`config.mk`:
```
export PLATFORM = sky130hd
export DESIGN_NAME = cdb_broadcaster
export DESIGN_NICKNAME = d
export VERILOG_FILES = /design/src/rtl/core_pkg.sv /design/src/rtl/cdb_result_fifo.sv /design/src/rtl/cdb_broadcaster.sv
export SDC_FILE = /design/constraint.sdc
export NUM_CORES = 1
export LEC_CHECK = 0
export ABC_AREA = 1
export CELL_PAD_IN_SITES_DETAIL_PLACEMENT = 0
export CELL_PAD_IN_SITES_GLOBAL_PLACEMENT = 2
export CORE_MARGIN = 4
export CORE_UTILIZATION = 32
export CTS_CLUSTER_SIZE = 20
export DETAILED_ROUTE_END_ITERATION = 8
export GPL_ROUTABILITY_DRIVEN = 0
export PLACE_DENSITY_LB_ADDON = 0.1
export REMOVE_ABC_BUFFERS = 1
export SLEW_MARGIN = 20
export SYNTH_ARGS = -nofsm -noshare
export SYNTH_HDL_FRONTEND = slang
export SYNTH_SLANG_ARGS = --single-unit
```
`constraint.sdc`:
```
create_clock -name clk -period 4.9 [get_ports clk]
set_input_delay 0.98 -clock clk [delete_from_list [all_inputs] [get_ports clk]]
set_output_delay 0.98 -clock clk [all_outputs]
set_load 0.1 [all_outputs]
```
`src/rtl/core_pkg.sv`:
```
// Shared result-bus types for the out-of-order core. Reservation stations,
// the ROB and the CDB broadcaster all use this definition of a completed result.
package core_pkg;

  localparam int DATA_W = 32;
  localparam int TAG_W  = 4;
  localparam int REG_W  = 5;
  localparam int N_IN   = 3;
  localparam int N_CH   = 2;

  localparam logic [TAG_W-1:0] TAG_FREE = '1;

  typedef struct packed {
    logic [TAG_W-1:0]  tag;
    logic [DATA_W-1:0] data;
    logic [REG_W-1:0]  dst_reg;
  } cdb_result_t;

  function automatic cdb_result_t idle_result();
    cdb_result_t r;
    r.tag     = TAG_FREE;
    r.data    = {DATA_W{1'b0}};
    r.dst_reg = {REG_W{1'b0}};
    return r;
  endfunction

endpackage

```
`src/rtl/cdb_result_fifo.sv`:
```
// Circular overflow buffer for completed results: up to three writes and two
// reads per cycle, oldest entries exposed at the head.
module cdb_result_fifo
  import core_pkg::*;
#(
  parameter int DEPTH = 4,
  localparam int PTR_W = $clog2(DEPTH),
  localparam int CNT_W = PTR_W + 1
) (
  input  logic                   clk,
  input  logic                   rst_n,
  input  logic                   adv,
  input  logic                   clr,
  input  logic [1:0]             push_n,
  input  cdb_result_t [2:0]      push_data,
  input  logic [1:0]             pop_n,
  output cdb_result_t [1:0]      head_data,
  output logic [CNT_W-1:0]       count
);

  cdb_result_t       mem_q [DEPTH];
  logic [PTR_W-1:0]  head_q, head_d;
  logic [PTR_W-1:0]  tail_q, tail_d;
  logic [CNT_W-1:0]  count_q, count_d;

  assign count        = count_q;
  assign head_data[0] = mem_q[head_q];
  assign head_data[1] = mem_q[head_q + PTR_W'(1)];

  // Pointer and occupancy next-state; pointers wrap naturally at DEPTH.
  always_comb begin
    head_d  = head_q;
    tail_d  = tail_q;
    count_d = count_q;
    if (adv) begin
      if (clr) begin
        head_d  = {PTR_W{1'b0}};
        tail_d  = {PTR_W{1'b0}};
        count_d = {CNT_W{1'b0}};
      end else begin
        head_d  = head_q + PTR_W'(pop_n);
        tail_d  = tail_q + PTR_W'(push_n);
        count_d = count_q - CNT_W'(pop_n) + CNT_W'(push_n);
      end
    end else begin
      count_d = count_q;
    end
  end

  // Pointer and count registers.
  always_ff @(posedge clk or negedge rst_n) begin
    if (!rst_n) begin
      head_q  <= {PTR_W{1'b0}};
      tail_q  <= {PTR_W{1'b0}};
      count_q <= {CNT_W{1'b0}};
    end else begin
      head_q  <= head_d;
      tail_q  <= tail_d;
      count_q <= count_d;
    end
  end

  // Entry storage needs no reset: only slots behind the count are ever read.
  always_ff @(posedge clk) begin
    if (adv && !clr) begin
      for (int k = 0; k < 3; k++) begin
        if (2'(k) < push_n) begin
          mem_q[tail_q + PTR_W'(k)] <= push_data[k];
        end
      end
    end
  end

endmodule

```
`src/rtl/cdb_broadcaster.sv`:
```
// Result-broadcast driver: merges two ALU pipes and the LS pipe onto two
// registered CDB channels, spilling excess results to an in-order buffer.
module cdb_broadcaster
  import core_pkg::*;
#(
  parameter int DEPTH = 4,
  localparam int CNT_W = $clog2(DEPTH) + 1
) (
  input  logic                          clk,
  input  logic                          rst_n,
  input  logic                          rdy,
  input  logic                          flush,
  input  logic [N_IN-1:0]               in_en,
  input  logic [N_IN-1:0][TAG_W-1:0]    in_tag,
  input  logic [N_IN-1:0][DATA_W-1:0]   in_data,
  input  logic [N_IN-1:0][REG_W-1:0]    in_reg,
  output logic                          in_ready,
  output logic [N_CH-1:0]               cdb_en,
  output logic [N_CH-1:0][TAG_W-1:0]    cdb_tag,
  output logic [N_CH-1:0][DATA_W-1:0]   cdb_data,
  output logic [N_CH-1:0][REG_W-1:0]    cdb_reg,
  output logic                          ovf_err
);

  logic [CNT_W-1:0]  count_s;
  cdb_result_t [1:0] head_s;
  cdb_result_t [2:0] push_data_s;
  cdb_result_t       acc_list_s [3];
  logic [1:0]        push_n_s, npop_s, free_s, nacc_s;
  logic [N_IN-1:0]   acc_s;

  logic [N_CH-1:0]   ch_en_q, ch_en_d;
  cdb_result_t [1:0] ch_res_q, ch_res_d;
  logic              ovf_q, ovf_d;

  assign in_ready = rdy & (count_s != CNT_W'(DEPTH));
  assign acc_s    = in_en & {N_IN{in_ready & ~flush}};
  assign npop_s   = (count_s >= CNT_W'(2)) ? 2'd2 : count_s[1:0];
  assign free_s   = 2'd2 - npop_s;

  // Slot selection: buffered results first, then accepted inputs in index order.
  always_comb begin
    nacc_s = 2'd0;
    for (int i = 0; i < 3; i++) acc_list_s[i] = idle_result();
    for (int i = 0; i < N_IN; i++) begin
      if (acc_s[i]) begin
        acc_list_s[nacc_s] = '{tag: in_tag[i], data: in_data[i], dst_reg: in_reg[i]};
        nacc_s = nacc_s + 2'd1;
      end else begin
        nacc_s = nacc_s;
      end
    end

    ch_en_d     = 2'b00;
    ch_res_d[0] = idle_result();
    ch_res_d[1] = idle_result();
    case (npop_s)
      2'd2: begin
        ch_en_d  = 2'b11;
        ch_res_d = head_s;
      end
      2'd1: begin
        ch_en_d     = {(nacc_s != 2'd0), 1'b1};
        ch_res_d[0] = head_s[0];
        ch_res_d[1] = (nacc_s != 2'd0) ? acc_list_s[0] : idle_result();
      end
      2'd0: begin
        ch_en_d     = {(nacc_s >= 2'd2), (nacc_s != 2'd0)};
        ch_res_d[0] = (nacc_s != 2'd0) ? acc_list_s[0] : idle_result();
        ch_res_d[1] = (nacc_s >= 2'd2) ? acc_list_s[1] : idle_result();
      end
      default: begin
        ch_en_d = 2'b00;
      end
    endcase

    push_n_s    = 2'd0;
    push_data_s = {3{idle_result()}};
    case (free_s)
      2'd0: begin
        push_n_s       = nacc_s;
        push_data_s[0] = acc_list_s[0];
        push_data_s[1] = acc_list_s[1];
        push_data_s[2] = acc_list_s[2];
      end
      2'd1: begin
        push_n_s       = (nacc_s > 2'd1) ? nacc_s - 2'd1 : 2'd0;
        push_data_s[0] = acc_list_s[1];
        push_data_s[1] = acc_list_s[2];
      end
      2'd2: begin
        push_n_s       = (nacc_s > 2'd2) ? nacc_s - 2'd2 : 2'd0;
        push_data_s[0] = acc_list_s[2];
      end
      default: begin
        push_n_s = 2'd0;
      end
    endcase
  end

  assign ovf_d = ovf_q | (rdy & ~flush & ~in_ready & (|in_en));

  cdb_result_fifo #(.DEPTH(DEPTH)) u_fifo (
    .clk       (clk),
    .rst_n     (rst_n),
    .adv       (rdy),
    .clr       (flush),
    .push_n    (push_n_s),
    .push_data (push_data_s),
    .pop_n     (npop_s),
    .head_data (head_s),
    .count     (count_s)
  );

  // Broadcast channel registers; a flush idles both channels.
  always_ff @(posedge clk or negedge rst_n) begin
    if (!rst_n) begin
      ch_en_q  <= 2'b00;
      ch_res_q <= {2{idle_result()}};
      ovf_q    <= 1'b0;
    end else if (rdy) begin
      ovf_q <= ovf_d;
      if (flush) begin
        ch_en_q  <= 2'b00;
        ch_res_q <= {2{idle_result()}};
      end else begin
        ch_en_q  <= ch_en_d;
        ch_res_q <= ch_res_d;
      end
    end
  end

  assign ovf_err = ovf_q;
  assign cdb_en  = ch_en_q;
  for (genvar c = 0; c < N_CH; c++) begin : g_ch
    assign cdb_tag[c]  = ch_res_q[c].tag;
    assign cdb_data[c] = ch_res_q[c].data;
    assign cdb_reg[c]  = ch_res_q[c].dst_reg;
  end

endmodule

```
## Yosys cells after proc, flatten, opt, wreduce, memory -nomap -nowiden

Memories as Yosys holds them, arrays and structs flattened.
Index checks and enable logic that the tools add are counted.

| storage, ports and cells | value |
|---|---|
| register bits after elaboration | 92 |
| RAM bits | 164 |
| output and inout bits | 86 |
| word-level logic and storage cells | 96 |
| memories | 1 |

| cells by class | value |
|---|---|
| add/sub/neg operators | 12 |
| $lt $le $gt $ge | 11 |
| equal/unequal tests | 5 |
| multiplexer cells | 37 |
| bitwise operators | 11 |
| reduce and logical (&&, ||, !) cells | 8 |

Memories:

| name | words | bits a word | read ports | clocked after memory_dff | wr ports | line | source |
|---|---|---|---|---|---|---|---|
| u_fifo.mem_q | 4 | 41 | 2 | 0 | 3 | cdb_result_fifo.sv:21 | `cdb_result_t mem_q [DEPTH];` |

Operators with widths:

| operator | number |
|---|---|
| bitwise mux 123 bit | 2 |
| two-way mux 123 bit | 2 |
| two-way mux 41 bit | 6 |
| one-hot mux 82 bit (3 select lines) | 1 |
| demux 41 bit (select 2 bit) | 2 |
| one-hot mux 41 bit (3 select lines) | 1 |
| two-way mux 82 bit | 1 |
| one-hot mux 41 bit (2 select lines) | 1 |
| two-way mux 2 bit | 8 |
| one-hot mux 2 bit (3 select lines) | 2 |
| two-way mux 1 bit | 10 |
| adder 2 x 1 -> 2 bit (second input constant) | 4 |
| >= comparator 3 bit (second input constant) | 2 |
| < comparator 3 x 1 -> 1 bit (second input constant) | 2 |
| inverter 2 -> 3 bit | 2 |
| bitwise AND 1 bit | 5 |
| adder 2 bit | 2 |
| == test 2 x 1 -> 1 bit (second input constant) | 2 |
| == test 2 bit (second input constant) | 2 |
| logical NOT 2 bit | 2 |
| < comparator 1 x 2 -> 1 bit (first input constant) | 2 |
| adder 3 x 2 -> 3 bit | 1 |
| bitwise AND 3 bit | 1 |
| >= comparator 3 x 2 -> 1 bit (second input constant) | 1 |
| other kinds (17) | 20 |

## Depth between registers and ports, before layout

| depth | value |
|---|---|
| depth after elaboration | 17 |
| depth in mapped cells | 20 |

## Modules after synthesis

A second synthesis with hierarchy kept.

| unflattened totals | value |
|---|---|
| cell total of the unflattened synthesis | 3416 |
| area, all modules | 21072.7 µm² |

Modules (own cells, without submodules):

| module | instances | cells an instance | area each (µm²) | sequential area each (µm²) |
|---|---|---|---|---|
| cdb_result_fifo | 1 | 1767 | 11984.0 | 5099.9 |
| cdb_broadcaster | 1 | 1649 | 9088.7 | 2137.0 |

## Worst setup path before layout

Ideal clock, no wire load.

| timing | value |
|---|---|
| path type | input to register |
| start point | input port rdy |
| end point | memory u_fifo.mem_q[1][0] in the netlist's numbering, enable pin |
| setup time | 643 ps |
| arrival time | 4276 ps |
| setup slack | -19 ps |
| stages | 16 |
| buffers on the path | 4 |
| path through | buf_4 -> nand2_1 -> a21oi_1 -> clkbuf_1 -> inv_1 -> nor2_1 -> ha_1 -> clkbuf_1 -> nand4_4 -> nand3_1 -> nand2_1 -> nand4_2 -> inv_2 -> nand2_4 -> buf_2 -> nand3_1 |

RTL lines:

| what | line | source |
|---|---|---|
| start, declared | cdb_broadcaster.sv:11 | `input logic rdy,` |
| end, declared | cdb_result_fifo.sv:21 |  |

## Worst setup path after layout

| timing | value |
|---|---|
| start point | register u_fifo.count_q[2] (netlist: u_fifo.count[2]) |
| end point | register u_fifo.count_q[2] (netlist: u_fifo.count[2]) |

| on the way | value |
|---|---|
| word-level cells in the longest chain between the ends | 14 |

Ends and longest elaborated chain:

| what | line | source |
|---|---|---|
| start, declared | cdb_result_fifo.sv:24 | `logic [CNT_W-1:0] count_q, count_d;` |
| start signal, assigned | cdb_result_fifo.sv:55 | `count_q <= {CNT_W{1'b0}};` |
| start signal, assigned | cdb_result_fifo.sv:59 | `count_q <= count_d;` |
| inequality test 3 bit | cdb_broadcaster.sv:36 | `assign in_ready = rdy & (count_s != CNT_W'(DEPTH));` |
| bitwise AND 1 bit | cdb_broadcaster.sv:36 |  |
| bitwise AND 1 bit | cdb_broadcaster.sv:37 | `assign acc_s = in_en & {N_IN{in_ready & ~flush}};` |
| bitwise AND 3 bit | cdb_broadcaster.sv:37 |  |
| two-way mux 1 bit | cdb_broadcaster.sv:46 | `if (acc_s[i]) begin` |
| adder 2 x 1 -> 2 bit | cdb_broadcaster.sv:48 | `nacc_s = nacc_s + 2'd1;` |
| two-way mux 2 bit | cdb_broadcaster.sv:46 |  |
| adder 2 x 1 -> 2 bit | cdb_broadcaster.sv:48 |  |
| two-way mux 2 bit | cdb_broadcaster.sv:46 |  |
| subtractor 2 bit (tied with other cells) | cdb_broadcaster.sv:92 | `push_n_s = (nacc_s > 2'd2) ? nacc_s - 2'd2 : 2'd0;` |
| two-way mux 2 bit, on equally long branches | cdb_broadcaster.sv:92, cdb_broadcaster.sv:87 |  |
| one-hot mux 2 bit (3 select lines) | cdb_broadcaster.sv:79 | `case (free_s)` |
| adder 3 x 2 -> 3 bit * | cdb_result_fifo.sv:43 | `count_d = count_q - CNT_W'(pop_n) + CNT_W'(push_n);` |
| two-way mux 3 bit * | cdb_result_fifo.sv:36 | `if (clr) begin` |

Mark *: on every way between the ends. The rest lies on a longest branch, timed or not.
A chain may end at the register's enable or synchronous reset.

==> run_results.csv <==
group,metric,value,unit
timing,unrepaired_setup_endpoints_after_global_routing,"false",
drt,antenna_violating_nets_post_route,0,
clock_network,root_buffer,"sky130_fd_sc_hd__clkbuf_16",
critical_path,worstSetupPathType,"reg -> reg",
synth,post_synth_fa_ha_maj_area_fraction,0.0106,
synth,synth_simple_gate_area_frac,0.444,
synth,share_of_yosys_cell_area_claimed_by_the_top_area_cell_type,0.251,
synth,synth.yosys.seq_area_share,0.355,
synth,synthFlopType,"sky130_fd_sc_hd__edfxtp_1",
cells_and_area,layout-drive-gt1-share,0.0656,
power_and_ir_drop,leak_pwr,11.4,nW
synth,post_synth_xor_area_fraction,0.00258,
power_and_ir_drop,ir_worst_vdd,0.575,mV
drt,drt-total-wl,102,mm
grt,global_route.overflow_total,0,
timing,fmaxAchievable,228,MHz
critical_path,worst_r2r_endpoint,"u_fifo.count[2]",
synth,number_of_warnings_issued_by_yosys,0,
critical_path,worstPathArrival,4830,ps
synth,synth.area.mux_share,0,
synth,yosys-top-cells-area,"sky130_fd_sc_hd__nand2_1, sky130_fd_sc_hd__edfxtp_1, sky130_fd_sc_hd__nand3_1",
critical_path,timing.critical_path.from,"u_fifo.count[2]",
cells_and_area,flip_flop_count_of_the_largest_register_all_copies_and_words_added,164,
run,maxCapViolations,0,
grt,antenna_found_initial,0,
drt,routed-via-count,23400,
critical_path,crit_end,"u_fifo.count[2]",
critical_path,worst_setup_path_start_kind,"flop",
clock_network,cts_htree_levels,2,
place,port_buffers,215,
critical_path,cp_max_fo,27,
timing,number_of_endpoints_with_negative_hold_slack_in_the_final_report,0,
critical_path,worst-r2r-cell-count,11,
timing,drv_slew,0,
synth,synthesis.instances,3156,
grt,global_route_wire_length_before_repair,149,mm
clock_network,clk_latency,570,ps
place,preCtsSetupSlack,240,ps
timing,timing.final.crit_share,0.894,
floorplan,start_util,0.323,
floorplan,die_width,260,um
timing,hold_slack,473,ps
synth,most_frequently_used_cell_type_in_the_post_synthesis_netlist,"sky130_fd_sc_hd__nand2_1",
cells_and_area,fin_cells,4122,
clock_network,cts.repair_timing.setup_buffer_count,0,
synth,main_combinational_cell_family_by_area_after_synthesis,"simple AND/OR/NAND/NOR gates",
synth,synth.distinct_cells,44,
synth,synth-seq-cells,256,
place,place_hpwl,61.0,mm
drt,detailedRoute.firstPassIterationCount,9,
floorplan,core.rowCount,92,
grt,first_global_vias,22900,
drt,vias_per_cell,5.69,
grt,grt_max_degree,71,
place,placed_area,23400,um^2
grt,aggregate_global_route_resource_usage,0.291,
status,status,"finished, final reports clean",
cells_and_area,filler_cell_count,6790,
floorplan,boundaryPins,216,
clock_network,worst_setup_hold_path_clk_slew,60,ps
clock_network,cts_sink_count,256,
min_path,hold_path.class,"reg -> reg",
timing,layout_setup_ws,520,ps
timing,timing_worst_slew_pin_value,1180,ps
clock_network,ctsResizeCount,0,
critical_path,worst_setup_path_end_kind,"flop",
drt,number_of_remaining_drc_errors,0,
place,place.detailed.instances,4053,
synth,synth.cell_area,20400,um^2
power_and_ir_drop,power.density,502,nW/um^2
floorplan,core_region_area,63100,um^2
synth,netlist.top_cell.by_area,"sky130_fd_sc_hd__nand2_1",
synth,postSynth.asyncResetShare,0.359,
timing,skew,23.7,ps
drt,drt_first_iter_violations,2430,
synth,synth_enable_flop_cells,164,
cells_and_area,finish.net_count,3393,
power_and_ir_drop,design_power_total,12.4,mW
clock_network,cts.path.max_buffers,3,
synth,yosys-top-cells-count,"sky130_fd_sc_hd__nand2_1, sky130_fd_sc_hd__nand3_1, sky130_fd_sc_hd__edfxtp_1, sky130_fd_sc_hd__clkbuf_1, sky130_fd_sc_hd__o21ai_0",
clock_network,cts.hold.buffers_added,0,
clock_network,tritoncts,"done",
cells_and_area,diodes,0,
cells_and_area,final_instance_area,24700,um^2
critical_path,timing.critical_path.required,5350,ps
timing,max_slew_margin,0.212,
timing,setup_viol_count_final,0,
critical_path,rrSetupSlack,520,ps
cells_and_area,area_added_between_synthesis_and_finish,21.1,%
synth,synth_compound_area_frac,0.104,
critical_path,reg2reg_from,"u_fifo.count[2]",
drt,routed_wire_length_per_instance,24.6,um
synth,post_synth.cell_area_avg,6.45,um^2
clock_network,cts_made_buffers,38,
timing,period_minus_slack,4380,ps
floorplan,floorplan.die.height,260,um
floorplan,design.die.area,67800,um^2
==> placed cells by master (no fill, tap or decap), drive strengths merged, types with 48 or more instances in the layout <==
| master | instances |
|---|---|
| inv | 135 |
| buf | 93 |
| nor2 | 112 |
| nand4 | 100 |
| nand3 | 507 |
| clkdlybuf4s50 | 210 |
| a21oi | 93 |
| o21ai | 146 |
| nand2 | 1368 |
| edfxtp | 164 |
| clkbuf | 48 |
| dfrtp | 84 |
==> where the power goes <==
group	switching (mW)	internal, mW	total (mW)
Sequential	0.175	2.69	2.87
Combinational	5.12	1.57	6.69
Clock	1.13	1.70	2.83
==> kinds of logic after synthesis <==
logic type / count (synthesis)
adder cells (fa/ha/maj): 16
other: 1
flip-flops: 256
AO/OA/AOI/OAI: 358
AND/OR/NAND/NOR: 2126
XOR/XNOR: 6
buffers and inverters: 393
==> worst min path at each step <==
stage,from,endpoint,slack [ps],cells after the start
global placement,cdb_data[31],cdb_data[31],460,2
finish,cdb_data[59],cdb_data[59],470,2
floorplan,u_fifo.count[0],u_fifo.count[0],530,2
global route,cdb_data[31],cdb_data[31],490,2
detailed placement,cdb_data[62],cdb_data[62],460,2
CTS,cdb_data[31],cdb_data[31],480,2
==> metrics by stage <==
| step | TNS, ps | util |
|---|---|---|
| 4_1_cts | 0 | 0.391 |
| 3_5_place_dp | 0 | 0.371 |
| 5_1_grt | 0 | 0.391 |
| 2_1_floorplan | -956630 | - |
| 6_report | 0 | 0.391 |
| 3_3_place_gp | 0 | 0.371 |
==> routing by layer <==
layer | routed length, um | global-route usage
met1 | 42400 | 0.392
met2 | 46000 | 0.474
met3 | 8900 | 0.0394
met4 | 4360 | 0.114
met5 | 0 | 0
==> worst max-delay path: stages (launching register included) <==
cell	delay (ps)
sky130_fd_sc_hd__dfrtp_1	470
sky130_fd_sc_hd__nor2_1	560
sky130_fd_sc_hd__inv_1	340
sky130_fd_sc_hd__nor2_1	490
sky130_fd_sc_hd__ha_4	470
sky130_fd_sc_hd__nand3_1	130
sky130_fd_sc_hd__nand2_1	340
sky130_fd_sc_hd__nand2_1	210
sky130_fd_sc_hd__fa_1	510
sky130_fd_sc_hd__fa_1	390
sky130_fd_sc_hd__xor2_1	170
sky130_fd_sc_hd__o31ai_1	200
==> cell type report <==
| cell class | count | area, um^2 | share of cell area |
|---|---|---|---|
| flip-flops and latches | 256 | 7240 | 0.294 |
| inverters | 141 | 538 | 0.0218 |
| clock buffers | 48 | 1030 | 0.0418 |
| well taps | 846 | 1060 | 0.0429 |
| clock inverters | 21 | 219 | 0.00888 |
| repair buffers | 303 | 2960 | 0.120 |
| multi-input cells | 2507 | 11600 | 0.471 |
No activity file was read; power rests on OpenSTA's default activity.
